File: config.mk
export PLATFORM = sky130hd
export DESIGN_NAME = path_traceback
export DESIGN_NICKNAME = d
export VERILOG_FILES = /design/src/rtl/sp_pkg.sv /design/src/rtl/path_traceback.sv
export SDC_FILE = /design/constraint.sdc
export NUM_CORES = 1
export LEC_CHECK = 0
export BUFFER_PORTS_ARGS = -buffer_cell sky130_fd_sc_hd__buf_2
export CORE_ASPECT_RATIO = 1.2
export CORE_MARGIN = 4
export CORE_UTILIZATION = 42
export DETAILED_ROUTE_END_ITERATION = 6
export PLACE_DENSITY_LB_ADDON = 0.3
export SETUP_SLACK_MARGIN = 0.1
export SYNTH_ARGS = -nofsm -noshare
export SYNTH_HDL_FRONTEND = slang
export SYNTH_SLANG_ARGS = --single-unit
File: constraint.sdc
create_clock -name Clk -period 2.5 [get_ports Clk]
set_input_delay 0.5 -clock Clk [delete_from_list [all_inputs] [get_ports Clk]]
set_output_delay 0.5 -clock Clk [all_outputs]
set_load 0.02 [all_outputs]
File: src/rtl/sp_pkg.sv
// Shared constants, direction codes and FSM encoding for the path traceback engine.
// Tile geometry is fixed at 4x4 cells; addresses are {tile, 4-bit cell offset}.
package sp_pkg;

    localparam int SIZE_ROW  = 4;
    localparam int D_WIDTH   = 8;
    localparam int A_WIDTH   = 13;
    localparam int NUM_TILES = 512;
    localparam int TILE_W    = 9;
    localparam int OFS_W     = 4;
    localparam int STEP_W    = 3;

    localparam logic [D_WIDTH-1:0] DIR_START = 8'h08;
    localparam logic [D_WIDTH-1:0] DIR_RIGHT = 8'h09;
    localparam logic [D_WIDTH-1:0] DIR_DOWN  = 8'h0A;
    localparam logic [D_WIDTH-1:0] LEN_ERR   = 8'hFF;

    // A 4x4 walk from (3,3) to (0,0) visits at most 7 cells.
    localparam logic [STEP_W-1:0] MAX_STEP = 3'd7;

    // Result layout inside a tile: length, cost, then the visited cell list.
    localparam logic [OFS_W-1:0] OFS_LEN  = 4'd0;
    localparam logic [OFS_W-1:0] OFS_COST = 4'd1;
    localparam logic [OFS_W-1:0] OFS_PATH = 4'd2;
    localparam logic [OFS_W-1:0] OFS_LAST = 4'd15;

    typedef enum logic [3:0] {
        IDLE     = 4'd0,
        COST_RD  = 4'd1,
        COST_WT  = 4'd2,
        COST_CAP = 4'd3,
        P_RD     = 4'd4,
        P_WT     = 4'd5,
        P_CAP    = 4'd6,
        STEP     = 4'd7,
        LEN_WR   = 4'd8,
        NEXT     = 4'd9,
        FIN      = 4'd10
    } state_t;

    function automatic logic [A_WIDTH-1:0] mk_addr(input logic [TILE_W-1:0] tile,
                                                   input logic [OFS_W-1:0]  ofs);
        return {tile, ofs};
    endfunction

endpackage

File: src/rtl/path_traceback.sv
// Walks each 4x4 tile's direction map from (3,3) back to Start, writing cost, path and length to R.
// Latency: reads take 3 cycles (issue/wait/capture); ~4 cycles per visited cell plus 6 per tile.
// No backpressure: all three SRAMs are fixed-latency and always ready.
module path_traceback #(
    parameter int NUM_TILES = sp_pkg::NUM_TILES
) (
    input  logic                       Clk,
    input  logic                       Rst,
    input  logic                       Go,
    input  logic [sp_pkg::D_WIDTH-1:0] P_In,
    input  logic [sp_pkg::D_WIDTH-1:0] L_In,
    output logic [sp_pkg::A_WIDTH-1:0] P_Addr,
    output logic [sp_pkg::A_WIDTH-1:0] L_Addr,
    output logic [sp_pkg::A_WIDTH-1:0] R_Addr,
    output logic                       P_En,
    output logic                       P_Rw,
    output logic                       L_En,
    output logic                       L_Rw,
    output logic                       R_En,
    output logic                       R_Rw,
    output logic [sp_pkg::D_WIDTH-1:0] R_Out,
    output logic                       Done,
    output logic                       Err
);

    import sp_pkg::state_t;
    import sp_pkg::IDLE;
    import sp_pkg::COST_RD;
    import sp_pkg::COST_WT;
    import sp_pkg::COST_CAP;
    import sp_pkg::P_RD;
    import sp_pkg::P_WT;
    import sp_pkg::P_CAP;
    import sp_pkg::STEP;
    import sp_pkg::LEN_WR;
    import sp_pkg::NEXT;
    import sp_pkg::FIN;
    import sp_pkg::TILE_W;
    import sp_pkg::STEP_W;
    import sp_pkg::D_WIDTH;
    import sp_pkg::DIR_START;
    import sp_pkg::DIR_RIGHT;
    import sp_pkg::DIR_DOWN;
    import sp_pkg::LEN_ERR;
    import sp_pkg::MAX_STEP;
    import sp_pkg::OFS_LEN;
    import sp_pkg::OFS_COST;
    import sp_pkg::OFS_PATH;
    import sp_pkg::OFS_LAST;
    import sp_pkg::mk_addr;

    localparam logic [TILE_W-1:0] LAST_TILE = TILE_W'(NUM_TILES - 1);

    state_t              state;
    logic [TILE_W-1:0]   tile;
    logic [STEP_W-1:0]   step;
    logic [1:0]          ci;
    logic [1:0]          cj;
    logic [D_WIDTH-1:0]  p_code;

    logic [1:0]          mv_i;
    logic [1:0]          mv_j;
    logic                at_start;
    logic                bad;

    // Decode the captured direction against the current cell and walk length.
    always_comb begin
        mv_i     = ci;
        mv_j     = cj;
        at_start = 1'b0;
        bad      = 1'b0;
        case (p_code)
            DIR_START: at_start = 1'b1;
            DIR_RIGHT: if (cj == 2'd0) bad = 1'b1; else mv_j = cj - 2'd1;
            DIR_DOWN:  if (ci == 2'd0) bad = 1'b1; else mv_i = ci - 2'd1;
            default:   bad = 1'b1;
        endcase
        if (step == MAX_STEP && !at_start) bad = 1'b1;
    end

    always_ff @(posedge Clk or negedge Rst) begin
        if (!Rst) begin
            state  <= IDLE;
            tile   <= '0;
            step   <= '0;
            ci     <= '0;
            cj     <= '0;
            p_code <= '0;
            P_Addr <= '0;
            L_Addr <= '0;
            R_Addr <= '0;
            P_En   <= 1'b0;
            P_Rw   <= 1'b0;
            L_En   <= 1'b0;
            L_Rw   <= 1'b0;
            R_En   <= 1'b0;
            R_Rw   <= 1'b0;
            R_Out  <= '0;
            Done   <= 1'b0;
            Err    <= 1'b0;
        end else begin
            P_Addr <= '0;
            L_Addr <= '0;
            R_Addr <= '0;
            P_En   <= 1'b0;
            P_Rw   <= 1'b0;
            L_En   <= 1'b0;
            L_Rw   <= 1'b0;
            R_En   <= 1'b0;
            R_Rw   <= 1'b0;
            R_Out  <= '0;
            Done   <= 1'b0;
            case (state)
                IDLE: begin
                    if (Go) begin
                        Err    <= 1'b0;
                        tile   <= '0;
                        step   <= '0;
                        L_En   <= 1'b1;
                        L_Addr <= mk_addr('0, OFS_LAST);
                        state  <= COST_RD;
                    end
                end
                COST_RD: state <= COST_WT;
                COST_WT: state <= COST_CAP;
                COST_CAP: begin
                    R_En   <= 1'b1;
                    R_Rw   <= 1'b1;
                    R_Addr <= mk_addr(tile, OFS_COST);
                    R_Out  <= L_In;
                    ci     <= 2'd3;
                    cj     <= 2'd3;
                    P_En   <= 1'b1;
                    P_Addr <= mk_addr(tile, {2'd3, 2'd3});
                    state  <= P_RD;
                end
                P_RD: state <= P_WT;
                P_WT: state <= P_CAP;
                P_CAP: begin
                    p_code <= P_In;
                    R_En   <= 1'b1;
                    R_Rw   <= 1'b1;
                    R_Addr <= mk_addr(tile, OFS_PATH + {1'b0, step});
                    R_Out  <= {4'b0, ci, cj};
                    step   <= step + 3'd1;
                    state  <= STEP;
                end
                STEP: begin
                    if (bad || at_start) begin
                        if (bad) Err <= 1'b1;
                        R_En   <= 1'b1;
                        R_Rw   <= 1'b1;
                        R_Addr <= mk_addr(tile, OFS_LEN);
                        R_Out  <= bad ? LEN_ERR : {5'd0, step};
                        state  <= LEN_WR;
                    end else begin
                        ci     <= mv_i;
                        cj     <= mv_j;
                        P_En   <= 1'b1;
                        P_Addr <= mk_addr(tile, {mv_i, mv_j});
                        state  <= P_RD;
                    end
                end
                LEN_WR: state <= NEXT;
                NEXT: begin
                    if (tile == LAST_TILE) begin
                        Done  <= 1'b1;
                        state <= FIN;
                    end else begin
                        tile   <= tile + 9'd1;
                        step   <= '0;
                        L_En   <= 1'b1;
                        L_Addr <= mk_addr(tile + 9'd1, OFS_LAST);
                        state  <= COST_RD;
                    end
                end
                FIN: state <= IDLE;
                default: state <= IDLE;
            endcase
        end
    end

endmodule

==> impl_metrics.yaml <==
run_status:
  status: "finished clean"
setup_path:
  slowest_delay_ns: 0.44
  required_ns: 2.72
  cpMaxStageDelayCell: "dfrtp_1"
  worstPathCellList: "ha_1 > nand3_1 > nor3_2 > ha_1 > nor2b_1 > nand3_2 > and2_1 > nor2b_1 > mux2_2"
  end_kind: "flop"
  path_max_fanout: 7
  crit_path_start_kind: "flop"
  r2r_slack_ns: 0.30
  r2r.worst_path.cells: 9
  r2r_end: "step[0]"
  cp.arrival_ns: 2.42
  cp.buffers_inverters: 0
  path_delay_family: "simple AND/OR/NAND/NOR gates"
  crit_type: "flop to flop"
  timing.rr.start: "tile[0]"
logic_synthesis:
  synthXorXnorAreaFrac: 0.0193
  synth-main-ff-cell: "dfrtp_1"
  synth_mux_area_frac: 0.0319
  synthArstFlopShare: 1.00
  synth_top_area_cell: "dfrtp_1"
  synth_common_cells: "dfrtp_1 (76), nand2_1 (16), nor2_1 (15)"
  syn-cell-area_sq_um: 3170
  synth_simple_gate_area_frac: 0.171
  synth_cells: 266
  synth_compound_area_frac: 0.108
  synth.area.top_cells: "dfrtp_1 (60%), mux2_2 (3.2%), a21o_1 (2.6%)"
  synth_top_family_by_area: "simple AND/OR/NAND/NOR gates"
  synth-seq-area-share: 0.599
  synthDominantCellAreaShare: 0.599
  synth.avg_cell_area_sq_um: 11.9
  ys_warn_count: 0
  ys_ff_latch: 76
  synthAdderAreaFrac: 0.0197
  ys_types: 48
  synth_edf_count: 0
  synthMostInstantiatedCell: "dfrtp_1"
final_layout:
  fill_cells: 686
  layoutNonFillerInstCount: 432
  layout.nets: 362
  fin_util: 0.514
  fin_area_sq_um: 3760
  diodes: 0
  seq_area_sq_um: 1900
  multi_input_area_sq_um: 1120
  drive_gt1_frac: 0.333
  area_growth_syn_to_layout_pct: 18.6
floorplan:
  rows: 34
  io_pins: 74
  dieHeight_um: 103
  initial_core_util: 0.434
  core-area_sq_um: 7320
  dieArea_sq_um: 9020
  die_x_um: 87.4
timing:
  hold_violations: 0
  maxSlewHeadroom: 0.509
  fmax_mhz: 456
  min_period_ns: 2.20
  fin_ws_ns: 0.305
  rsz0062_at_grt: "false"
  fin_tns_setup_ns: 0
  finalMaxSlewViolations: 0
  final-setup-viol-count: 0
  final.setup_skew_ns: 0.0100
  timing.final.crit_share: 0.878
  tightest_slew_ns: 0.733
clocking:
  cts_htree_levels: 3
  clock_tree.buffer_depth: 2
  clock_latency_ns: 0.33
  cts_root_buffer: "clkbuf_8"
  cts_hold_buf: 0
  numClockSinks: 76
  cts_tree: "done"
  cts-resized-gates: 0
  cts_setup_buffers: 0
  clkTransAtPathRegs_ns: 0.08
  cts-buffers-inserted: 9
pwr:
  power.density_nw_per_um2: 1030
  p_int_mw: 2.44
  p_switching_mw: 1.43
  leakagePower_nw: 2.00
  irDropWorstVdd_mv: 0.498
  p_seq_frac: 0.459
  clkPwrFrac: 0.204
  share_comb_of_total_power: 0.337
  sw_frac_of_total: 0.370
detailed_routing:
  ant_nets: 0
  drc_errors: 0
  num_vias: 2163
  wirelength_um: 6230
  drtIter0Drc: 72
  wire_per_inst_um: 14.4
  via_per_inst: 5.01
  first_pass_iters: 4
placement:
  post-place-ws_ns: 0.317
  hpwl_um: 4580
  dp.cells: 417
  io_buffers: 71
  gp_congestion: 0.848
  place_area_sq_um: 3590
global_routing:
  antenna_found_initial: 0
  grt_pass1_vias: 2192
  overflow: 0
  grt_pass1_wl_um: 10700
  grt_usage: 0.152
  grt_max_degree: 52
run:
  cap_viol_max_count: 0
hold_path:
  hp-class: "primary input to async pin"
==> worst max-delay path by stage <==
stage | startpoint | end | cells past startpoint
after floorplan | tile[0] | step[0] | 9
after global placement | tile[1] | tile[4] | 10
after detailed placement | tile[0] | tile[7] | 10
after CTS | tile[0] | tile[7] | 10
after global routing | tile[1] | tile[7] | 10
final | tile[0] | step[0] | 9
==> stage by stage <==
step	total power, mW	hold WS (ns)
floorplan	2.77	0.204
global placement	3.09	0.440
detailed placement	3.12	0.441
CTS	3.93	0.0702
global route	4.18	0.0746
finish	3.88	0.0704
==> sequential cells by signal, summed over array words and instances, names as in the netlist, 2 cells and up <==
name,flops
P_Addr,13
R_Addr,13
L_Addr,10
tile,9
R_Out,8
p_code,8
state,4
step,3
ci,2
cj,2
==> power groups by stage <==
| stage | clock (mW) | combinational, mW | sequential, mW |
|---|---|---|---|
| 6_report | 0.792 | 1.31 | 1.78 |
| 5_1_grt | 0.899 | 1.46 | 1.83 |
| 4_1_cts | 0.826 | 1.33 | 1.78 |
| 3_5_place_dp | 0 | 1.32 | 1.80 |
| 3_3_place_gp | 0 | 1.31 | 1.79 |
| 2_1_floorplan | 0 | 0.917 | 1.86 |
==> cells by family (layout without fill, tap and decap cells) <==
family / count (synthesis) / after routing
other cells: 1 / 2
simple gates: 94 / 94
mux: 9 / 9
xor+xnor: 7 / 7
flops: 76 / 76
fa+ha+maj: 5 / 5
compound gates: 48 / 48
buf+inv: 26 / 101
==> worst register-to-register path, cell delays in order (launching register included) <==
cell     delay [ns]
dfrtp_1        0.44
ha_1           0.25
nand3_1        0.18
nor3_2         0.08
ha_1           0.23
nor2b_1        0.25
nand3_2        0.11
and2_1         0.16
nor2b_1        0.12
mux2_2         0.26
==> layer usage <==
metal  GRT usage  share of wire  up-vias
met3      0.0309          0.058        9
li1            -              -     1047
met5           0              0        -
met1       0.198           0.43     1043
met2       0.255           0.49       64
met4      0.0531          0.016        0
==> placed cells by master (no fill, tap or decap), types with 5 or more instances in the layout <==
| cell | netlist | layout |
|---|---|---|
| dfrtp_1 | 76 | 76 |
| buf_2 | 5 | 70 |
| nand2_1 | 16 | 16 |
| nor2_1 | 15 | 15 |
| and2_1 | 13 | 13 |
| a21o_1 | 11 | 11 |
| o21ai_0 | 10 | 10 |
| clkbuf_8 | 0 | 10 |
| nor2b_1 | 9 | 9 |
| mux2_2 | 9 | 9 |
| buf_4 | 9 | 9 |
| nand3_1 | 8 | 8 |
| a21oi_1 | 6 | 6 |
| inv_1 | 6 | 6 |
| xnor2_1 | 5 | 5 |
| ha_1 | 5 | 5 |
==> layout make-up <==
class	instances	share of cell area
clock buffers	11	0.0376
multi-input cells	165	0.298
inverters	6	0.00598
clock inverters	4	0.00698
well taps	90	0.0299
repair buffers	80	0.116
flip-flops and latches	76	0.505
Power figures use the tool's default switching activity.
